File: config.mk
export PLATFORM = sky130hd
export DESIGN_NAME = gate_count_ctrl
export DESIGN_NICKNAME = d
export VERILOG_FILES = /design/src/rtl/gate_count_ctrl_pkg.sv /design/src/rtl/pulse_sync_edge.sv /design/src/rtl/gate_count_ctrl.sv
export SDC_FILE = /design/constraint.sdc
export NUM_CORES = 1
export LEC_CHECK = 0
export CAP_MARGIN = 20
export CORE_MARGIN = 10
export CORE_UTILIZATION = 55
export CTS_BUF_LIST = sky130_fd_sc_hd__clkbuf_4 sky130_fd_sc_hd__clkbuf_8
export CTS_CLUSTER_SIZE = 10
export DETAILED_ROUTE_END_ITERATION = 12
export GPL_TIMING_DRIVEN = 0
export PLACE_DENSITY = 0.83
export SYNTH_ARGS = -nofsm -noshare
export SYNTH_HDL_FRONTEND = slang
export SYNTH_HIERARCHICAL = 1
export SYNTH_SLANG_ARGS = --single-unit
File: constraint.sdc
create_clock -name clk -period 3.39 [get_ports clk]
set_clock_uncertainty 0.05 [all_clocks]
set_input_delay 0.678 -clock clk [delete_from_list [all_inputs] [get_ports clk]]
set_output_delay 0.678 -clock clk [all_outputs]
set_load 0.02 [all_outputs]
File: src/rtl/gate_count_ctrl_pkg.sv
// Shared types and defaults for the gate/count sequencer: FSM state encoding,
// default gate length/timer width, and a single-digit BCD increment helper.
package gate_count_ctrl_pkg;

    typedef enum logic [2:0] {
        ST_IDLE   = 3'd0,
        ST_CLEAR  = 3'd1,
        ST_GATE   = 3'd2,
        ST_SETTLE = 3'd3,
        ST_HOLD   = 3'd4
    } state_t;

    localparam int unsigned GATE_CYCLES_DEF = 100000000;
    localparam int unsigned TW_DEF          = 27;

    // Returns {carry_out, digit}; a digit of 9 (or an illegal code) wraps to 0.
    function automatic logic [4:0] bcd_digit_inc(input logic [3:0] d, input logic cin);
        if (!cin) begin
            return {1'b0, d};
        end
        if (d >= 4'd9) begin
            return {1'b1, 4'd0};
        end
        return {1'b0, d + 4'd1};
    endfunction

endpackage

File: src/rtl/pulse_sync_edge.sv
// Two-flop synchroniser for the asynchronous discriminator pulse followed by a
// registered rising-edge detector: one 1-clk strobe per edge, 3 clk after the rise.
module pulse_sync_edge (
    input  logic clk,
    input  logic rst,
    input  logic pulse_i,
    output logic strobe_o
);

    logic sync1_q;
    logic sync2_q;
    logic prev_q;
    logic strobe_q;

    always_ff @(posedge clk or negedge rst) begin
        if (!rst) begin
            sync1_q  <= 1'b0;
            sync2_q  <= 1'b0;
            prev_q   <= 1'b0;
            strobe_q <= 1'b0;
        end else begin
            sync1_q  <= pulse_i;
            sync2_q  <= sync1_q;
            prev_q   <= sync2_q;
            strobe_q <= sync2_q & ~prev_q;
        end
    end

    assign strobe_o = strobe_q;

endmodule

File: src/rtl/gate_count_ctrl.sv
// Sequencer for the BCD dark-count counter: clear, gate for GATE_CYCLES clocks, latch
// result + sticky overflow, hand off via valid/ack. GATE_AUTO_RESTART_EN: ack loops to CLEAR.
module gate_count_ctrl
    import gate_count_ctrl_pkg::*;
#(
    parameter int unsigned Ndigit      = 8,
    parameter int unsigned GATE_CYCLES = GATE_CYCLES_DEF,
    parameter int unsigned TW          = TW_DEF
) (
    input  logic                  clk,
    input  logic                  rst,
    input  logic                  start,
    input  logic                  abort,
    input  logic                  pulse_in,
    output logic                  cnt_rst,
    output logic                  cnt_en,
    input  logic [4*Ndigit-1:0]   bcd_in,
    input  logic                  ovf_in,
    output logic [4*Ndigit-1:0]   data_out,
    output logic                  ovf_out,
    output logic                  valid,
    input  logic                  ack,
    output logic                  busy
);

    state_t               state_q;
    logic [TW-1:0]        timer_q;
    logic                 cnt_rst_q;
    logic                 cnt_en_q;
    logic [4*Ndigit-1:0]  data_q;
    logic [4*Ndigit-1:0]  data_d;
    logic                 ovf_q;
    logic                 valid_q;
    logic                 busy_q;
    logic                 strobe;

    pulse_sync_edge u_sync (
        .clk      (clk),
        .rst      (rst),
        .pulse_i  (pulse_in),
        .strobe_o (strobe)
    );

    // The enable from the last gate slot is still pending when SETTLE hands over to
    // HOLD, so the captured value is the counter output plus that final increment.
    logic [4:0] dig;
    logic       carry;
    always_comb begin
        data_d = '0;
        dig    = '0;
        carry  = cnt_en_q;
        for (int unsigned i = 0; i < Ndigit; i++) begin
            dig                = bcd_digit_inc(bcd_in[4*i +: 4], carry);
            data_d[4*i +: 4]   = dig[3:0];
            carry              = dig[4];
        end
    end

    always_ff @(posedge clk or negedge rst) begin
        if (!rst) begin
            state_q   <= ST_IDLE;
            timer_q   <= '0;
            cnt_rst_q <= 1'b1;
            cnt_en_q  <= 1'b0;
            data_q    <= '0;
            ovf_q     <= 1'b0;
            valid_q   <= 1'b0;
            busy_q    <= 1'b0;
        end else begin
            cnt_en_q <= strobe && (state_q == ST_GATE) && !abort;
            if ((state_q == ST_GATE || state_q == ST_SETTLE) && ovf_in && cnt_en_q) begin
                ovf_q <= 1'b1;
            end
            case (state_q)
                ST_IDLE: begin
                    if (start) begin
                        state_q   <= ST_CLEAR;
                        cnt_rst_q <= 1'b1;
                        busy_q    <= 1'b1;
                        ovf_q     <= 1'b0;
                    end
                end
                ST_CLEAR: begin
                    if (abort) begin
                        state_q <= ST_IDLE;
                        busy_q  <= 1'b0;
                    end else begin
                        state_q   <= ST_GATE;
                        timer_q   <= TW'(GATE_CYCLES - 1);
                        cnt_rst_q <= 1'b0;
                    end
                end
                ST_GATE: begin
                    if (abort) begin
                        state_q   <= ST_IDLE;
                        cnt_rst_q <= 1'b1;
                        busy_q    <= 1'b0;
                    end else if (timer_q == '0) begin
                        state_q <= ST_SETTLE;
                    end else begin
                        timer_q <= timer_q - 1'b1;
                    end
                end
                ST_SETTLE: begin
                    if (abort) begin
                        state_q   <= ST_IDLE;
                        cnt_rst_q <= 1'b1;
                        busy_q    <= 1'b0;
                    end else begin
                        state_q <= ST_HOLD;
                        data_q  <= data_d;
                        valid_q <= 1'b1;
                    end
                end
                ST_HOLD: begin
                    if (ack) begin
                        valid_q   <= 1'b0;
                        cnt_rst_q <= 1'b1;
`ifdef GATE_AUTO_RESTART_EN
                        state_q   <= ST_CLEAR;
                        ovf_q     <= 1'b0;
`else
                        state_q   <= ST_IDLE;
                        busy_q    <= 1'b0;
`endif
                    end
                end
                default: begin
                    state_q   <= ST_IDLE;
                    cnt_rst_q <= 1'b1;
                    valid_q   <= 1'b0;
                    busy_q    <= 1'b0;
                end
            endcase
        end
    end

    assign cnt_rst  = cnt_rst_q;
    assign cnt_en   = cnt_en_q;
    assign data_out = data_q;
    assign ovf_out  = ovf_q;
    assign valid    = valid_q;
    assign busy     = busy_q;

endmodule

==> results of run 1 <==
[power breakdown]
group / switching (mW) / internal (mW)
Clock: 0.315 / 0.309
Sequential: 0.165 / 1.07
Combinational: 0.615 / 0.536
Total: 1.09 / 1.91
[layer usage]
metal  up-vias  part of all wire, %  GRT usage (%)  wire (um)
li1       1850                    -              -          -
met1      1906                   41           23.3       4760
met2       131                   49           34.1       5670
met3        35                  6.4           6.47        742
met4         0                  3.1           7.93        360
met5         -                    0              0          0
[cell type report]
class | count | area (um^2)
buffer | 19 | 86.3
multi-input combinational | 347 | 2230
inverter | 25 | 93.8
clock buffer | 12 | 159
timing repair buffer | 75 | 743
tap | 99 | 124
sequential | 71 | 1780
fill | 553 | 2090
clock inverter | 4 | 20.0
[logic make-up (layout without fill, tap and decap cells)]
family,Yosys count,count (layout),share of synthesized area (%)
flops,71,71,42.4
compound gates,115,115,18.4
simple gates,191,191,23.9
xor+xnor,11,11,2.30
mux,4,4,0.955
buf+inv,44,135,4.30
fa+ha+maj,26,26,7.76
[how the worst max path moves through the flow]
stage / startpoint / end / slack (ns) / cells after the start
after floorplan: abort / timer_q[9]$_DFFE_PN0P_ / 0.92 / 7
after global placement: rst / data_out[29]$_DFFE_PN0P_ / -0.83 / 1
after detailed placement: bcd_in[0] / data_out[23]$_DFFE_PN0P_ / -0.05 / 8
after CTS: bcd_in[0] / data_out[23]$_DFFE_PN0P_ / 0.32 / 8
after global routing: bcd_in[0] / data_out[27]$_DFFE_PN0P_ / 0.11 / 8
final: bcd_in[0] / data_out[23]$_DFFE_PN0P_ / 0.25 / 8
[flip-flops by register name (all words and copies together) (netlist names)]
name,cells
data_out,32
timer_q,27
state_q,3
busy,1
cnt_en,1
cnt_rst,1
ovf_out,1
u_sync/prev_q,1
u_sync/strobe_o,1
u_sync/sync1_q,1
u_sync/sync2_q,1
valid,1
[through the flow]
| step | cell area [um^2] | setup WS, ns |
|---|---|---|
| 2_1_floorplan | 4190 | 0.919 |
| 3_3_place_gp | 5060 | -0.827 |
| 3_5_place_dp | 5060 | -0.0501 |
| 4_1_cts | 5240 | 0.325 |
| 5_1_grt | 5240 | 0.115 |
| 6_report | 5240 | 0.247 |
[worst max-delay path, stage by stage]
cell and delay [ns]:
clkdlybuf4s50_1 0.54, inv_1 0.09, ha_1 0.19, or3b_2 0.20, nand3_1 0.27, nor4_2 0.88
a41oi_1 0.25, o21ai_0 0.24
[placed cells by master (no fill, tap or decap), types with 3 or more instances in the layout]
cell type | netlist | layout
a211oi_1 | 4 | 4
a21boi_0 | 3 | 3
a21oi_1 | 16 | 16
a31o_2 | 3 | 3
a31oi_1 | 22 | 22
a41oi_1 | 5 | 5
and3_1 | 6 | 6
and4_1 | 4 | 4
clkbuf_1 | 17 | 17
clkbuf_8 | 0 | 11
clkdlybuf4s50_1 | 0 | 73
clkinv_2 | 0 | 4
dfrtp_1 | 70 | 70
ha_1 | 26 | 26
inv_1 | 25 | 25
mux2i_1 | 4 | 4
nand2_1 | 41 | 41
nand2b_1 | 4 | 4
nand3_1 | 16 | 16
nand3b_1 | 4 | 4
nand4_1 | 8 | 8
nand4b_1 | 5 | 5
nor2_1 | 53 | 53
nor2b_1 | 4 | 4
nor3_1 | 11 | 11
nor3b_1 | 3 | 3
nor4_1 | 9 | 9
o21ai_0 | 27 | 27
o31a_1 | 3 | 3
o31ai_1 | 15 | 15
or3_1 | 8 | 8
or3b_2 | 3 | 3
xnor2_1 | 8 | 8
xor2_1 | 3 | 3
==> flow_summary_export.csv, run 1 <==
group,metric,value,unit
synth,synth_area_per_cell,9.07,um^2
die,initial_core_util,57.2,%
placement,portBuffers,74,
pwr,ir_worst_vdd,0.338,mV
placement,dp.cells,636,
synth,yosysSeqAreaShare,42.4,%
synth,yosysWarnings,6,
worst_setup_path,worst_setup_path_end_kind,"flop",
worst_setup_path,ff2ff_path_depth,5,
layout,drive_gt1_share,6.51,%
routing,viasPerCell,6.02,
cts,cts_tree,"built",
synth,synth_top_area_share,41.8,%
grt,first_global_vias,3936,
synth,synth-edff-count,0,
min_path,holdPathStages,0,
layout,post-route-util,71.4,%
pwr,leakagePower,2.13,nW
worst_setup_path,path_class,"primary input to flop",
cts,insertion_delay,0.35,ns
cts,clock-sinks,71,
synth,synth_fp_nets,527,
min_path,min_from,"u_sync/sync1_q$_DFF_PN0_",
synth,ys_ff_latch,71,
min_path,hp-class,"flop to flop",
cts,cts_made_buffers,9,
sta,max_freq,318,MHz
synth,netlist_instances,462,
cts,htreeDepth,3,
routing,drc,0,
routing,ant_nets,0,
min_path,worstHoldEndpoint,"u_sync/sync2_q$_DFF_PN0_",
die,die_area,0.0115,mm^2
layout,stdcell_count,652,
placement,gp_congestion,0.914,
worst_setup_path,worstReg2RegEnd,"data_out[23]$_DFFE_PN0P_",
worst_setup_path,rr_startpoint,"cnt_en$_DFF_PN0_",
worst_setup_path,crit_required,3.60,ns
grt,overflow,0,
layout,area_delta_synth_final,25.0,%
routing,drt_iter0_drc,198,
flow_run,cap_viol_max_count,0,
die,fp.dieW,107,um
synth,yosys.area.top_type,"dfrtp_1",
layout,antenna_cells,0,
cts,cts_hold_buf,0,
cts,post_cts_resized,0,
sta,min_period_over_period,92.7,%
routing,vias,3922,
sta,relSlewSlack,39.3,%
sta,hold_viol,0,
synth,yosys-top-cells-count,"dfrtp_1 (70), nor2_1 (53), nand2_1 (41), o21ai_0 (27), ha_1 (26)",
routing,post_drt_wl_per_cell,17.7,um
grt,antenna_found_initial,0,
sta,drv_slew,0,
synth,synthFlopType,"dfrtp_1",
sta,min_period,3.14,ns
sta,fin_setup_tns,0,ns
sta,finalSetupViolCount,0,
routing,wirelength,11500,um
synth,synth.most_common_cell,"dfrtp_1",
grt,grt_pass1_wl,18900,um
routing,firstDrtPassIters,5,
die,io_pins,76,
worst_setup_path,arrival,3.35,ns
worst_setup_path,crit_fanout,9,
status,status,"finished, final reports clean",
synth,synth_cell_types,55,
placement,dpl.hpwl,8600,um
cts,clkTransAtPathRegs,0.07,ns
die,chipHeight,107,um
cts,cts_buffer_depth,2,
sta,fin_hold_ws,0.311,ns
worst_setup_path,r2r_slack,0.93,ns
sta,rsz0062_at_grt,"no",
grt,grt_max_degree,72,
die,placementRows,31,
synth,synth_area,0.00419,mm^2
sta,worstMarginPinSlew,0.911,ns
synth,synthTopCellsByArea,"dfrtp_1 (42%), ha_1 (7.8%), nor2_1 (4.7%), nand2_1 (3.7%), a31oi_1 (3.3%)",
pwr,total_power,3.01,mW
worst_setup_path,start_kind,"primary input",
synth,synth-async-reset-ratio,100,%
grt,grt_usage,20.2,%
die,core,0.00733,mm^2
cts,cts_setup_buffers,0,
layout,nets,613,
cts,root_buffer,"clkbuf_8",
pwr,powerDensity,575,mW/mm^2
Note: power is estimated with default switching activity, not from simulation.
==> inputs of run 2 (changes only) <==
- CAP_MARGIN: 20 -> 25
==> results of run 2 <==
No change in the layout: final DEF, timing and power equal those of run 1.
==> inputs of run 3 (changes only) <==
- PLACE_DENSITY: 0.83 -> unset
- PLACE_DENSITY_LB_ADDON: unset -> 0.25
==> run 3 against run 2 <==
Against the previous run: count of clock-buffer cells in the layout increased by 1; sequential power barely moved; non-clock buffer count stayed put; first-iteration DRC count rose by 35%; cell area is 0.19% higher; core utilization is 0.14 points higher.
==> flow_summary_export.csv, run 3 (synthesized netlist as in run 1, its figures left out) <==
group,metric,value,unit
status,status,"finished, final reports clean",
placement,dp.cells,636,
grt,first_global_vias,3905,
die,fp.dieW,107,um
sta,relSlewSlack,31.9,%
worst_setup_path,worst_setup_path_end_kind,"flop",
sta,fin_setup_tns,0,ns
routing,ant_nets,0,
die,initial_core_util,57.2,%
die,core,0.00733,mm^2
pwr,powerDensity,575,mW/mm^2
cts,insertion_delay,0.35,ns
routing,viasPerCell,5.98,
worst_setup_path,crit_fanout,9,
layout,largest_reg_flops,32,
cts,cts_made_buffers,9,
flow_run,cap_viol_max_count,0,
cts,cts_tree,"built",
sta,rsz0062_at_grt,"no",
cts,cts_setup_buffers,0,
layout,final_cell_mix,"clkdlybuf4s50_1 (73), dfrtp_1 (70), nor2_1 (53)",
cts,cts_buffer_depth,2,
routing,vias,3898,
cts,clkTransAtPathRegs,0.07,ns
pwr,leakagePower,2.13,nW
grt,overflow,0,
layout,stdcell_count,652,
routing,post_drt_wl_per_cell,17.3,um
worst_setup_path,cpPeakStageDelay,0.86,ns
sta,worstMarginPinSlew,1.01,ns
sta,drv_slew,0,
worst_setup_path,crit_required,3.61,ns
sta,hold_viol,0,
worst_setup_path,path_class,"primary input to flop",
cts,clock-sinks,71,
sta,finalSetupViolCount,0,
sta,min_period,3.05,ns
sta,min_period_over_period,89.9,%
routing,drt_iter0_drc,268,
layout,antenna_cells,0,
worst_setup_path,crit_slowest_cell,"nor4_2",
sta,max_freq,328,MHz
cts,post_cts_resized,0,
placement,portBuffers,74,
placement,dpl.hpwl,8380,um
die,io_pins,76,
sta,worst_slack,0.342,ns
pwr,ir_worst_vdd,0.326,mV
die,die_area,0.0115,mm^2
grt,antenna_found_initial,0,
die,placementRows,31,
grt,grt_pass1_wl,18900,um
cts,cts_hold_buf,0,
die,chipHeight,107,um
placement,place_ws,0.0158,ns
layout,nets,613,
worst_setup_path,start_kind,"primary input",
worst_setup_path,arrival,3.27,ns
min_path,hp-class,"flop to flop",
layout,final_common_cell,"clkdlybuf4s50_1",
layout,area_delta_synth_final,25.2,%
grt,grt_max_degree,72,
grt,grt_usage,20.1,%
layout,drive_gt1_share,6.51,%
worst_setup_path,crit_chain,"clkdlybuf4s50_1, inv_1, ha_1, or3b_2, nand3_1, nor4_2, a41oi_1, o21ai_0",
pwr,total_power,3.02,mW
cts,htreeDepth,3,
routing,drc,0,
routing,wirelength,11300,um
routing,firstDrtPassIters,5,
layout,post-route-util,71.6,%
placement,gp_congestion,0.873,
cts,root_buffer,"clkbuf_8",
-- run 3: worst paths after layout --
check / start / end / slack (ns) / cells after the start
hold / removal: u_sync/sync1_q$_DFF_PN0_ / u_sync/sync2_q$_DFF_PN0_ / 0.30 / 0
min in group asynchronous: rst / timer_q[6]$_DFFE_PN0P_ / 0.38 / 1
max in group asynchronous: rst / data_out[24]$_DFFE_PN0P_ / 2.31 / 1
hold reg to reg: u_sync/sync1_q$_DFF_PN0_ / u_sync/sync2_q$_DFF_PN0_ / 0.30 / 0
setup / recovery: bcd_in[0] / data_out[23]$_DFFE_PN0P_ / 0.34 / 8
setup reg to reg: cnt_en$_DFF_PN0_ / data_out[23]$_DFFE_PN0P_ / 1.00 / 5
-- run 3: area by class of cell --
| type | count | area (um^2) |
|---|---|---|
| multi-input cells | 347 | 2230 |
| fillers | 546 | 2080 |
| flip-flops and latches | 71 | 1780 |
| repair buffers | 75 | 748 |
| clock buffers | 13 | 166 |
| well taps | 99 | 124 |
| inverters | 25 | 93.8 |
| plain buffers | 19 | 86.3 |
| clock inverters | 3 | 17.5 |
-- run 3: stage by stage --
step	hold slack (ns)	area [um^2]
floorplan	0.281	4190
global placement	0.283	5060
detailed placement	0.285	5060
CTS	0.302	5250
global route	0.327	5250
finish	0.300	5250
-- run 3: power breakdown --
group          total [mW]  internal [mW]  switching (mW)
logic                1.14          0.537           0.608
clock network       0.638          0.320           0.318
registers            1.23           1.07           0.164
total                3.02           1.93            1.09
-- run 3: metal layers --
metal | part of all wire, % | up-vias | GRT usage (%)
met5 | 0 | - | 0
met4 | 1.6 | 0 | 7.74
met3 | 7.0 | 12 | 5.33
met2 | 49 | 117 | 33.3
met1 | 42 | 1905 | 24.3
li1 | - | 1864 | -
-- run 3: worst max-delay path, delay by kind of cell --
family | cells | cell delay (ns)
adders and majority gates | 1 | 0.19
buffers and inverters | 2 | 0.62
and+or+nand+nor | 3 | 1.35
AOI/OAI and AO/OA | 2 | 0.42
